## src/rtl/param_bank_pkg.sv

```systemverilog
// Shared widths and helpers for the param_bank parameter store.
package param_bank_pkg;

  localparam int PB_DW     = 32;
  localparam int PB_CW     = 16;
  localparam int PB_MAX_CH = 16;
  localparam int PB_VW     = PB_MAX_CH * PB_DW;

  // Exponent all-ones marks an IEEE-754 single as NaN or infinity.
  function automatic logic pb_is_nonfinite(input logic [PB_DW-1:0] word);
    return &word[30:23];
  endfunction

  // Channel k of a flattened vector padded to the maximum channel count.
  function automatic logic [PB_DW-1:0] pb_chan(input logic [PB_VW-1:0] vec,
                                               input logic [3:0] k);
    return vec[{k, 5'd0} +: PB_DW];
  endfunction

endpackage

```

## src/rtl/param_bank_if.sv

```systemverilog
// Host-side load/commit/readback bundle for param_bank.
// reject_cnt exists only when PARAM_BANK_NAN_REJECT_EN is defined.
interface param_bank_if #(
  parameter int NCH = 8
);
  import param_bank_pkg::*;

  logic [NCH-1:0]       trig;
  logic [15:0]          wire_lo;
  logic [15:0]          wire_hi;
  logic                 commit;
  logic [3:0]           rd_sel;
  logic [NCH*PB_DW-1:0] params;
  logic [NCH-1:0]       pending;
  logic [PB_DW-1:0]     rd_data;
  logic [PB_CW-1:0]     commit_cnt;
`ifdef PARAM_BANK_NAN_REJECT_EN
  logic [PB_CW-1:0]     reject_cnt;
`endif

  modport master (
    output trig, wire_lo, wire_hi, commit, rd_sel,
`ifdef PARAM_BANK_NAN_REJECT_EN
    input  reject_cnt,
`endif
    input  params, pending, rd_data, commit_cnt
  );

  modport slave (
    input  trig, wire_lo, wire_hi, commit, rd_sel,
`ifdef PARAM_BANK_NAN_REJECT_EN
    output reject_cnt,
`endif
    output params, pending, rd_data, commit_cnt
  );

endinterface

```

## src/rtl/param_bank_chan.sv

```systemverilog
// One double-buffered parameter channel: shadow, active, pending and
// the keep-across-reset behaviour.
module param_bank_chan
  import param_bank_pkg::*;
#(
  parameter logic [PB_DW-1:0] RESET_VALUE = '0,
  parameter bit               KEEP        = 1'b0,
  parameter bit               STAGED      = 1'b1
) (
  input  logic             clk,
  input  logic             reset,
  input  logic             primed,
  input  logic             load,
  input  logic             commit,
  input  logic [PB_DW-1:0] load_word,
  output logic [PB_DW-1:0] active,
  output logic             pending
);

  logic [PB_DW-1:0] shadow;
  logic             restore;

  assign restore = !KEEP || !primed;

  always_ff @(posedge clk) begin
    if (reset) begin
      pending <= 1'b0;
      if (restore) begin
        active <= RESET_VALUE;
        shadow <= RESET_VALUE;
      end else begin
        shadow <= active;
      end
    end else if (STAGED) begin
      // NOTE: non-blocking assignment means the commit copies the pre-edge
      // shadow even when a new word lands in shadow on the same edge.
      if (commit && pending) active <= shadow;
      if (load) begin
        shadow  <= load_word;
        pending <= 1'b1;
      end else if (commit) begin
        pending <= 1'b0;
      end
    end else if (load) begin
      shadow <= load_word;
      active <= load_word;
    end
  end

endmodule

```

## src/rtl/param_bank.sv

```systemverilog
// Multi-channel double-buffered run-time parameter bank.
// Define PARAM_BANK_NAN_REJECT_EN to drop NaN/Inf loads and count them.
module param_bank
  import param_bank_pkg::*;
#(
  parameter int                   NCH          = 8,
  parameter logic [NCH*PB_DW-1:0] RESET_VALUES = '0,
  parameter logic [NCH-1:0]       KEEP_MASK    = '0,
  parameter bit                   STAGED       = 1'b1
) (
  input  logic         clk,
  input  logic         reset,
  param_bank_if.slave  bus
);

  // NOTE: primed must survive every reset, so its only initial value is the
  // configuration-time one given here rather than a reset assignment.
  logic             primed = 1'b0;
  logic [NCH-1:0]   load;
  logic [PB_DW-1:0] load_word;

  assign load_word = {bus.wire_hi, bus.wire_lo};

`ifdef PARAM_BANK_NAN_REJECT_EN
  logic reject;

  assign reject = (|bus.trig) && pb_is_nonfinite(load_word);
  assign load   = bus.trig & ~{NCH{reject}};

  always_ff @(posedge clk) begin
    if (reset)       bus.reject_cnt <= '0;
    else if (reject) bus.reject_cnt <= bus.reject_cnt + PB_CW'(1);
  end
`else
  assign load = bus.trig;
`endif

  for (genvar k = 0; k < NCH; k++) begin : g_chan
    param_bank_chan #(
      .RESET_VALUE (pb_chan(PB_VW'(RESET_VALUES), 4'(k))),
      .KEEP        (KEEP_MASK[k]),
      .STAGED      (STAGED)
    ) u_chan (
      .clk       (clk),
      .reset     (reset),
      .primed    (primed),
      .load      (load[k]),
      .commit    (bus.commit),
      .load_word (load_word),
      .active    (bus.params[k*PB_DW +: PB_DW]),
      .pending   (bus.pending[k])
    );
  end

  always_ff @(posedge clk) begin
    if (reset) primed <= 1'b1;
  end

  always_ff @(posedge clk) begin
    if (reset) begin
      bus.commit_cnt <= '0;
      bus.rd_data    <= '0;
    end else begin
      if (bus.commit && (|bus.pending)) bus.commit_cnt <= bus.commit_cnt + PB_CW'(1);
      bus.rd_data <= (int'(bus.rd_sel) < NCH) ? pb_chan(PB_VW'(bus.params), bus.rd_sel) : '0;
    end
  end

endmodule
```

## src/flat_wrapper.sv

```systemverilog
// flat-port wrapper written by rule: the top's interface ports become plain ports
module param_bank_flat import param_bank_pkg::*;
#(
  parameter int                   NCH          = 8,
  parameter logic [NCH*PB_DW-1:0] RESET_VALUES = '0,
  parameter logic [NCH-1:0]       KEEP_MASK    = '0,
  parameter bit                   STAGED       = 1'b1
)
  (clk, reset, bus_trig, bus_wire_lo, bus_wire_hi, bus_commit, bus_rd_sel, bus_params, bus_pending, bus_rd_data, bus_commit_cnt);
  param_bank_if #(.NCH(NCH)) bus_i ();
  input  logic clk;
  input  logic reset;
  input wire logic [$bits(bus_i.trig)-1:0] bus_trig;
  input wire logic [$bits(bus_i.wire_lo)-1:0] bus_wire_lo;
  input wire logic [$bits(bus_i.wire_hi)-1:0] bus_wire_hi;
  input wire logic [$bits(bus_i.commit)-1:0] bus_commit;
  input wire logic [$bits(bus_i.rd_sel)-1:0] bus_rd_sel;
  output wire logic [$bits(bus_i.params)-1:0] bus_params;
  output wire logic [$bits(bus_i.pending)-1:0] bus_pending;
  output wire logic [$bits(bus_i.rd_data)-1:0] bus_rd_data;
  output wire logic [$bits(bus_i.commit_cnt)-1:0] bus_commit_cnt;
  assign bus_i.trig = bus_trig;
  assign bus_i.wire_lo = bus_wire_lo;
  assign bus_i.wire_hi = bus_wire_hi;
  assign bus_i.commit = bus_commit;
  assign bus_i.rd_sel = bus_rd_sel;
  assign bus_params = bus_i.params;
  assign bus_pending = bus_i.pending;
  assign bus_rd_data = bus_i.rd_data;
  assign bus_commit_cnt = bus_i.commit_cnt;
  param_bank #(.NCH(NCH), .RESET_VALUES(RESET_VALUES), .KEEP_MASK(KEEP_MASK), .STAGED(STAGED)) u_core (.clk(clk), .reset(reset), .bus(bus_i));
endmodule
```

## config.mk

```make
export PLATFORM = sky130hd
export DESIGN_NAME = param_bank_flat
export DESIGN_NICKNAME = d
export VERILOG_FILES = /design/src/rtl/param_bank_pkg.sv /design/src/rtl/param_bank_if.sv /design/src/rtl/param_bank_chan.sv /design/src/rtl/param_bank.sv /design/src/flat_wrapper.sv
export SDC_FILE = /design/constraint.sdc
export NUM_CORES = 1
export LEC_CHECK = 0
export ABC_AREA = 1
export CORE_ASPECT_RATIO = 1.75
export CORE_MARGIN = 10
export CORE_UTILIZATION = 55
export DETAILED_ROUTE_END_ITERATION = 10
export HOLD_SLACK_MARGIN = 0.06
export PLACE_DENSITY = 0.82
export SYNTH_ARGS = -nofsm -noshare
export SYNTH_HDL_FRONTEND = slang
export SYNTH_SLANG_ARGS = --single-unit
export TNS_END_PERCENT = 5
```

## constraint.sdc

```tcl
create_clock -name clk -period 2.95 [get_ports clk]
set_input_delay 0.59 -clock clk [delete_from_list [all_inputs] [get_ports clk]]
set_output_delay 0.59 -clock clk [all_outputs]
set_load 0.02 [all_outputs]
```

==> parameters.txt, run 1 <==
Parameter                              Value

Status
  Status    completed

Timing
  Max_slew headroom    20.1%
  Setup violators final    0
  Slew at the pin closest to its max-slew limit    1200 ps
  Total negative setup slack    0 ps
  Max Clock Skew    19.2 ps
  Period minus WS final    2360 ps
  Hold violation total from the final report    0
  Slew Viols, Final    0
  Unrepaired setup endpoints after global routing    no
  Period utilization    79.9%
  Maximum frequency from static timing analysis    424 MHz

Critical path
  Delay-heaviest family, CP    buffers and inverters
  Worst-path cell with the longest stage delay    sky130_fd_sc_hd__clkdlybuf4s50_1
  Critical Setup Path Class    flip-flop to primary output
  Capturing point of the worst reg2reg path    u_core.bus.commit_cnt[2]
  Nature of the critical path endpoint    primary output
  Largest stage delay on the critical path    680 ps
  R2r startpoint    u_core.g_chan[4].u_chan.pending
  Element type at the critical path start    flip-flop
  Total buffers and inverters traversed by the critical path    1
  Critical path, cell by cell    clkdlybuf4s50_1
  Worst path required time    2360 ps
  Critical Path Fanout Max    6
  Minimum setup slack among reg-to-reg paths    1150 ps
  Data arrival at the endpoint of the critical path    1770 ps
  Logic depth of the worst register-to-register path    8

Cells and area
  Nets    3,200
  Area added between synthesis and finish    24.2%
  Most frequent standard cell in the layout excluding fill and tap cells    sky130_fd_sc_hd__nor2_1
  Final standard cell area without fillers    27,100 sq um
  Inserted Diodes    0
  Share of layout cells above drive strength 1    4.92%
  Leading cell types in the layout, fill and taps excluded    sky130_fd_sc_hd__nor2_1 (1,023), sky130_fd_sc_hd__o21ai_0 (628), sky130_fd_sc_hd__dfxtp_1 (568)
  Final core area utilization    69.1%

Worst hold path
  Launch instance of the worst min-delay path    u_core.g_chan[1].u_chan.active[6]
  End point of the worst hold path    u_core.g_chan[1].u_chan.active[6]
  Class of the worst hold path    flip-flop to flip-flop
  Hold path depth    2

GRT
  Total routing usage reported by global routing    31.6%
  Vias in the first global route    20,500
  Antenna violations before repair    2
  Maximum number of pins on one net before global-route repair    129
  Wire length of the first global-routing pass    119,000 um
  Final global-route overflow total    0

Clocking
  Post-CTS repair timing setup buffer count    0
  Post-cts repair resize count    0
  Cts-stage hold buffer count    0
  CTS Root Cell    sky130_fd_sc_hd__clkbuf_16
  # H-tree levels    2
  Worst-Skew Late Latency    590 ps
  CTS tree    done
  Post-CTS clock slew at the launch and capture registers of the worst setup and hold paths    70 ps
  Number of sinks handled by clock tree synthesis    568
  Number of buffers added by the clock tree synthesis step    49
  Deepest clock path buffer count    3

Floorplan
  Total Die Area    48,400 sq um
  Starting density of the core    55.6%
  Die boundary width    171 um
  Number of placement rows    96
  Core box area    39,300 sq um
  I/O pin count    359
  Chip Height    284 um

Detailed routing
  Residual antenna-violating net count after detailed routing    0
  Detailed-routed wire length on met2    39,800 um
  Uppermost layer routed    met5
  Via density    5.84
  DR pass1 iterations    9
  DRC violations left    0
  Wire length on met1    27,100 um
  Total number of vias    21,500
  Routed length per placed instance    21.8 um
  Final routed wirelength across all metal layers    80,200 um
  First DRT Iteration DRCs    2,231
  Routed length on met3    6030 um

Logic synthesis
  Main area contributors after synthesis    sky130_fd_sc_hd__dfxtp_1 (52%), sky130_fd_sc_hd__nor2_1 (18%), sky130_fd_sc_hd__o21ai_0 (14%)
  Number of synthesized flops with an enable pin    0
  Library cell occupying the most area in the post-synthesis netlist    sky130_fd_sc_hd__dfxtp_1
  Mean area per synthesized cell    7.41 sq um
  Dominant synthesized flop cell    sky130_fd_sc_hd__dfxtp_1
  Post-Synthesis Net Count    2,996
  Instance count of the mapped netlist    2,948
  Proportion of netlist area held by the largest area contributor    52.1%
  Number of storage elements in the synthesis netlist    568
  Async S/R FF share, synth    0%
  Cell area after technology mapping    21,800 sq um
  Number of warnings issued by yosys    0
  Yosys cell types    26
  Part of the Yosys area used for sequential elements    52.1%

Place
  Total placed instance area    25,300 sq um
  Placer Congestion    1.02
  Dpl hpwl    55,600 um
  Port Buffers    358

Power and ir drop
  Largest vdd supply drop    843 uV
  LEAKAGE    10.5 nW
  Power per cell area    666 nW/um^2
  Total power of the final layout    0.0181 W

Flow run
  Max_cap viols    0
[per-layer routing]
metal | global-route usage [%] | vias up
li1 | - | 9966
met1 | 32.8 | 10000
met2 | 54.7 | 1188
met3 | 4.96 | 313
met4 | 25.7 | 4
met5 | 0 | -
[stage by stage]
stage	cells	setup slack (ps)	hold WS, ps
after floorplan	2948	1550	445
after global placement	3591	722	456
after detailed placement	3591	727	465
after CTS	3681	591	475
after global routing	3681	564	502
final	3681	594	475
[how the worst max path moves through the flow]
stage | start | depth (start not counted) | endpoint
4_1_cts | u_core.bus.commit_cnt[6] | 1 | bus_commit_cnt[6]
3_3_place_gp | bus_trig[7] | 4 | u_core.g_chan[7].u_chan.shadow[27]
5_1_grt | u_core.bus.commit_cnt[6] | 1 | bus_commit_cnt[6]
3_5_place_dp | bus_trig[7] | 4 | u_core.g_chan[7].u_chan.shadow[9]
6_report | u_core.bus.commit_cnt[6] | 1 | bus_commit_cnt[6]
2_1_floorplan | bus_rd_sel[1] | 7 | u_core.bus.rd_data[11]
[sequential cells by signal (all words and copies together), names as in the netlist]
signal                        cells
u_core.bus.commit_cnt            16
u_core.bus.rd_data               32
u_core.g_chan.u_chan.active     256
u_core.g_chan.u_chan.pending      8
u_core.g_chan.u_chan.shadow     256
[cells by family (layout without fill, tap and decap cells)]
kind of cell / Yosys count / after routing / synth area share (%)
buffers and inverters: 350 / 593 / 7.10
DFF: 568 / 568 / 52.1
xor gates and xnor gates: 2 / 2 / 0.0802
and+or+nand+nor: 1142 / 1142 / 20.0
adders and majority gates: 1 / 1 / 0.0573
AOI/OAI and AO/OA: 885 / 885 / 20.7
[power by group]
group	total [W]	internal [W]	leakage, nW	switching [W]
registers	0.00846	0.00814	4.68	0.000321
logic	0.00241	0.000869	4.97	0.00154
clock network	0.00718	0.00419	0.877	0.00298
[worst min-delay path, stage by stage (launching register included)]
cell and delay (ps):
sky130_fd_sc_hd__dfxtp_1 310, sky130_fd_sc_hd__inv_1 70, sky130_fd_sc_hd__a21oi_1 60
[final cells by class]
cell class / count / area [sq um]
fillers: 3246 / 12200
flip-flops and latches: 568 / 11400
multi-input cells: 2030 / 8920
repair buffers: 405 / 4050
clock buffers: 68 / 1470
well taps: 490 / 613
inverters: 98 / 375
clock inverters: 22 / 330
[cell usage after synthesis, types with 7 or more instances]
| cell | n |
|---|---|
| sky130_fd_sc_hd__nor2_1 | 1024 |
| sky130_fd_sc_hd__dfxtp_1 | 568 |
| sky130_fd_sc_hd__buf_2 | 77 |
| sky130_fd_sc_hd__buf_4 | 23 |
| sky130_fd_sc_hd__nand3_1 | 11 |
| sky130_fd_sc_hd__o21ai_0 | 628 |
| sky130_fd_sc_hd__a21oi_1 | 177 |
| sky130_fd_sc_hd__o211ai_1 | 32 |
| sky130_fd_sc_hd__inv_1 | 92 |
| sky130_fd_sc_hd__clkbuf_1 | 99 |
| sky130_fd_sc_hd__nand2_1 | 85 |
| sky130_fd_sc_hd__buf_1 | 39 |
| sky130_fd_sc_hd__clkbuf_2 | 8 |
| sky130_fd_sc_hd__o21ai_1 | 47 |
| sky130_fd_sc_hd__nand4_1 | 7 |
No activity file was read; power rests on OpenSTA's default activity.
==> run 2: changes to the inputs <==
--- a/config.mk
+++ b/config.mk
@@ -8,10 +8,10 @@
 export ABC_AREA = 1
 export CORE_ASPECT_RATIO = 1.75
 export CORE_MARGIN = 10
-export CORE_UTILIZATION = 55
+export CORE_UTILIZATION = 48
 export DETAILED_ROUTE_END_ITERATION = 10
 export HOLD_SLACK_MARGIN = 0.06
-export PLACE_DENSITY = 0.82
+export PLACE_DENSITY = 0.76
 export SYNTH_ARGS = -nofsm -noshare
 export SYNTH_HDL_FRONTEND = slang
 export SYNTH_SLANG_ARGS = --single-unit
==> constraint.sdc (replaced) <==
create_clock -name clk -period 1.9 [get_ports clk]
set_input_delay 0.38 -clock clk [delete_from_list [all_inputs] [get_ports clk]]
set_output_delay 0.38 -clock clk [all_outputs]
set_load 0.02 [all_outputs]
==> parameters.txt, run 2 (synthesized netlist as in run 1, its figures left out) <==
Parameter                              Value

Power and ir drop
  LEAKAGE    12.3 nW
  Largest vdd supply drop    849 uV
  Power per cell area    985 nW/um^2
  Sw Ratio    27.5%
  Combinational cell fraction of total power    13.7%
  Part of the total power dissipated in the clock network    38.0%
  Sequential share of power    48.3%
  Total power of the final layout    0.0271 W
  Cell internal pwr    0.0197 W
  Psw    0.00747 W

Flow run
  Max_cap viols    0

Detailed routing
  First DRT Iteration DRCs    2,261
  Routed length on met3    6200 um
  Via density    5.56
  DR pass1 iterations    7
  Detailed-routed wire length on met2    40,700 um
  Total number of vias    21,400
  Routed length per placed instance    21.5 um
  Final routed wirelength across all metal layers    82,500 um
  Wire length on met1    28,900 um
  Residual antenna-violating net count after detailed routing    0
  DRC violations left    0
  Uppermost layer routed    met5

Timing
  Slew at the pin closest to its max-slew limit    549 ps
  Max Clock Skew    17.9 ps
  Max_slew headroom    63.0%
  Slew Viols, Final    0
  Setup violators final    0
  Hold violation total from the final report    0
  Total negative setup slack    0 ps
  Unrepaired setup endpoints after global routing    no
  Period utilization    98.5%
  Minimum setup slack in the final design    27.6 ps
  Maximum frequency from static timing analysis    534 MHz
  Period minus WS final    1870 ps

Clocking
  Number of buffers added by the clock tree synthesis step    49
  Worst-Skew Late Latency    570 ps
  CTS Root Cell    sky130_fd_sc_hd__clkbuf_16
  Cts-stage hold buffer count    0
  Number of sinks handled by clock tree synthesis    568
  Deepest clock path buffer count    3
  # H-tree levels    2
  Post-CTS clock slew at the launch and capture registers of the worst setup and hold paths    70 ps
  CTS tree    done

Cells and area
  Most frequent standard cell in the layout excluding fill and tap cells    sky130_fd_sc_hd__nor2_1
  Fill cell instance count of the final layout    4,142
  Final core area utilization    61.1%
  Largest registers in the final layout    u_core.g_chan.u_chan.active: 256 flops, u_core.g_chan.u_chan.shadow: 256 flops, u_core.bus.rd_data: 32 flops
  Leading cell types in the layout, fill and taps excluded    sky130_fd_sc_hd__nor2_1 (1,023), sky130_fd_sc_hd__o21ai_0 (628), sky130_fd_sc_hd__dfxtp_1 (568)
  Area added between synthesis and finish    26.2%
  Share of layout cells above drive strength 1    6.95%
  Nets    3,277
  Inserted Diodes    0

Critical path
  Logic depth of the worst register-to-register path    7
  Worst-path cell with the longest stage delay    sky130_fd_sc_hd__clkdlybuf4s50_1
  Capturing point of the worst reg2reg path    u_core.bus.commit_cnt[12]
  Worst path required time    1520 ps
  Critical path, cell by cell    clkdlybuf4s50_1
  R2r startpoint    u_core.g_chan[0].u_chan.pending
  Delay-heaviest family, CP    buffers and inverters
  Largest stage delay on the critical path    600 ps
  Total buffers and inverters traversed by the critical path    1
  Element type at the critical path start    flip-flop
  Critical Path Fanout Max    1
  Data arrival at the endpoint of the critical path    1490 ps
  Critical Setup Path Class    flip-flop to primary output
  Nature of the critical path endpoint    primary output
  Minimum setup slack among reg-to-reg paths    340 ps

Floorplan
  Chip Height    302 um
  Total Die Area    54,800 sq um
  I/O pin count    359
  Starting density of the core    48.4%
  Die boundary width    181 um
  Number of placement rows    103
  Core box area    45,100 sq um

Worst hold path
  Launch instance of the worst min-delay path    bus_rd_sel[1]
  Class of the worst hold path    input pin to flip-flop
  Hold path depth    5
  End point of the worst hold path    u_core.bus.rd_data[4]

GRT
  Maximum number of pins on one net before global-route repair    95
  Final global-route overflow total    0
  Total routing usage reported by global routing    28.6%
  Wire length of the first global-routing pass    123,000 um
  Vias in the first global route    20,700
  Antenna violations before repair    3

Place
  Port Buffers    358
  Pre-CTS worst setup slack    0.521 ps
  Dpl hpwl    59,200 um
  Placer Congestion    0.917

Status
  Status    completed
run 2: changes by cell type in the layout (fill, tap and decap cells not counted), sizes merged:
cell           before  now
buf                51  128
bufinv              8    5
clkbuf             68   65
clkdlybuf4s50     354   50
clkinv              7   13
clkinvlp            5    3
dlygate4sd2         0  298
dlymetal6s2s        0    6
inv               100   99
run 2: per-layer routing:
layer	track usage, %	vias up
met1	30.1	9943
met4	20.7	6
met5	0	-
met3	5.86	282
li1	-	10100
met2	50.0	1039
run 2: timing repair:
| action | in CTS | in global routing |
|---|---|---|
| buffers inserted | 0 | 0 |
| resized for setup | 298 | 6 |
| endpoints found under the setup margin | 298 | 6 |
run 2: area by class of cell:
class                           count  area, sq um  share of cell area, %
Timing Repair Buffer              482         4550                   16.5
Multi-Input combinational cell   2030         8920                   32.4
Tap cell                          577          722                   2.62
Sequential cell                   568        11400                   41.3
Inverter                           98          375                   1.36
Clock buffer                       65         1370                   4.96
Clock inverter                     22          258                  0.935
run 2: power groups by stage:
stage          Clock [W]  Sequential [W]  Combinational, W
6_report          0.0103          0.0131           0.00371
3_5_place_dp           0          0.0134           0.00393
3_3_place_gp           0          0.0134           0.00385
4_1_cts           0.0104          0.0131           0.00372
2_1_floorplan          0          0.0137           0.00176
5_1_grt           0.0108          0.0132           0.00404
run 2: how the worst max path moves through the flow:
stage	from	slack (ps)	to	depth (start not counted)
3_3_place_gp	reset	20	u_core.bus.rd_data[30]	6
5_1_grt	u_core.bus.rd_data[7]	0.05	bus_rd_data[7]	1
2_1_floorplan	u_core.bus.commit_cnt[0]	530	u_core.bus.commit_cnt[14]	9
6_report	u_core.bus.rd_data[7]	30	bus_rd_data[7]	1
3_5_place_dp	reset	0.5	u_core.g_chan[1].u_chan.active[13]	6
4_1_cts	u_core.g_chan[5].u_chan.active[24]	0.4	bus_params[184]	1
run 2: through the flow:
step           cells  hold WS, ps  instance area (sq um)
2_1_floorplan   2948          445                  21800
3_3_place_gp    3755          454                  26300
3_5_place_dp    3755          461                  26300
4_1_cts         3842          317                  27500
5_1_grt         3842          358                  27600
6_report        3842          331                  27600
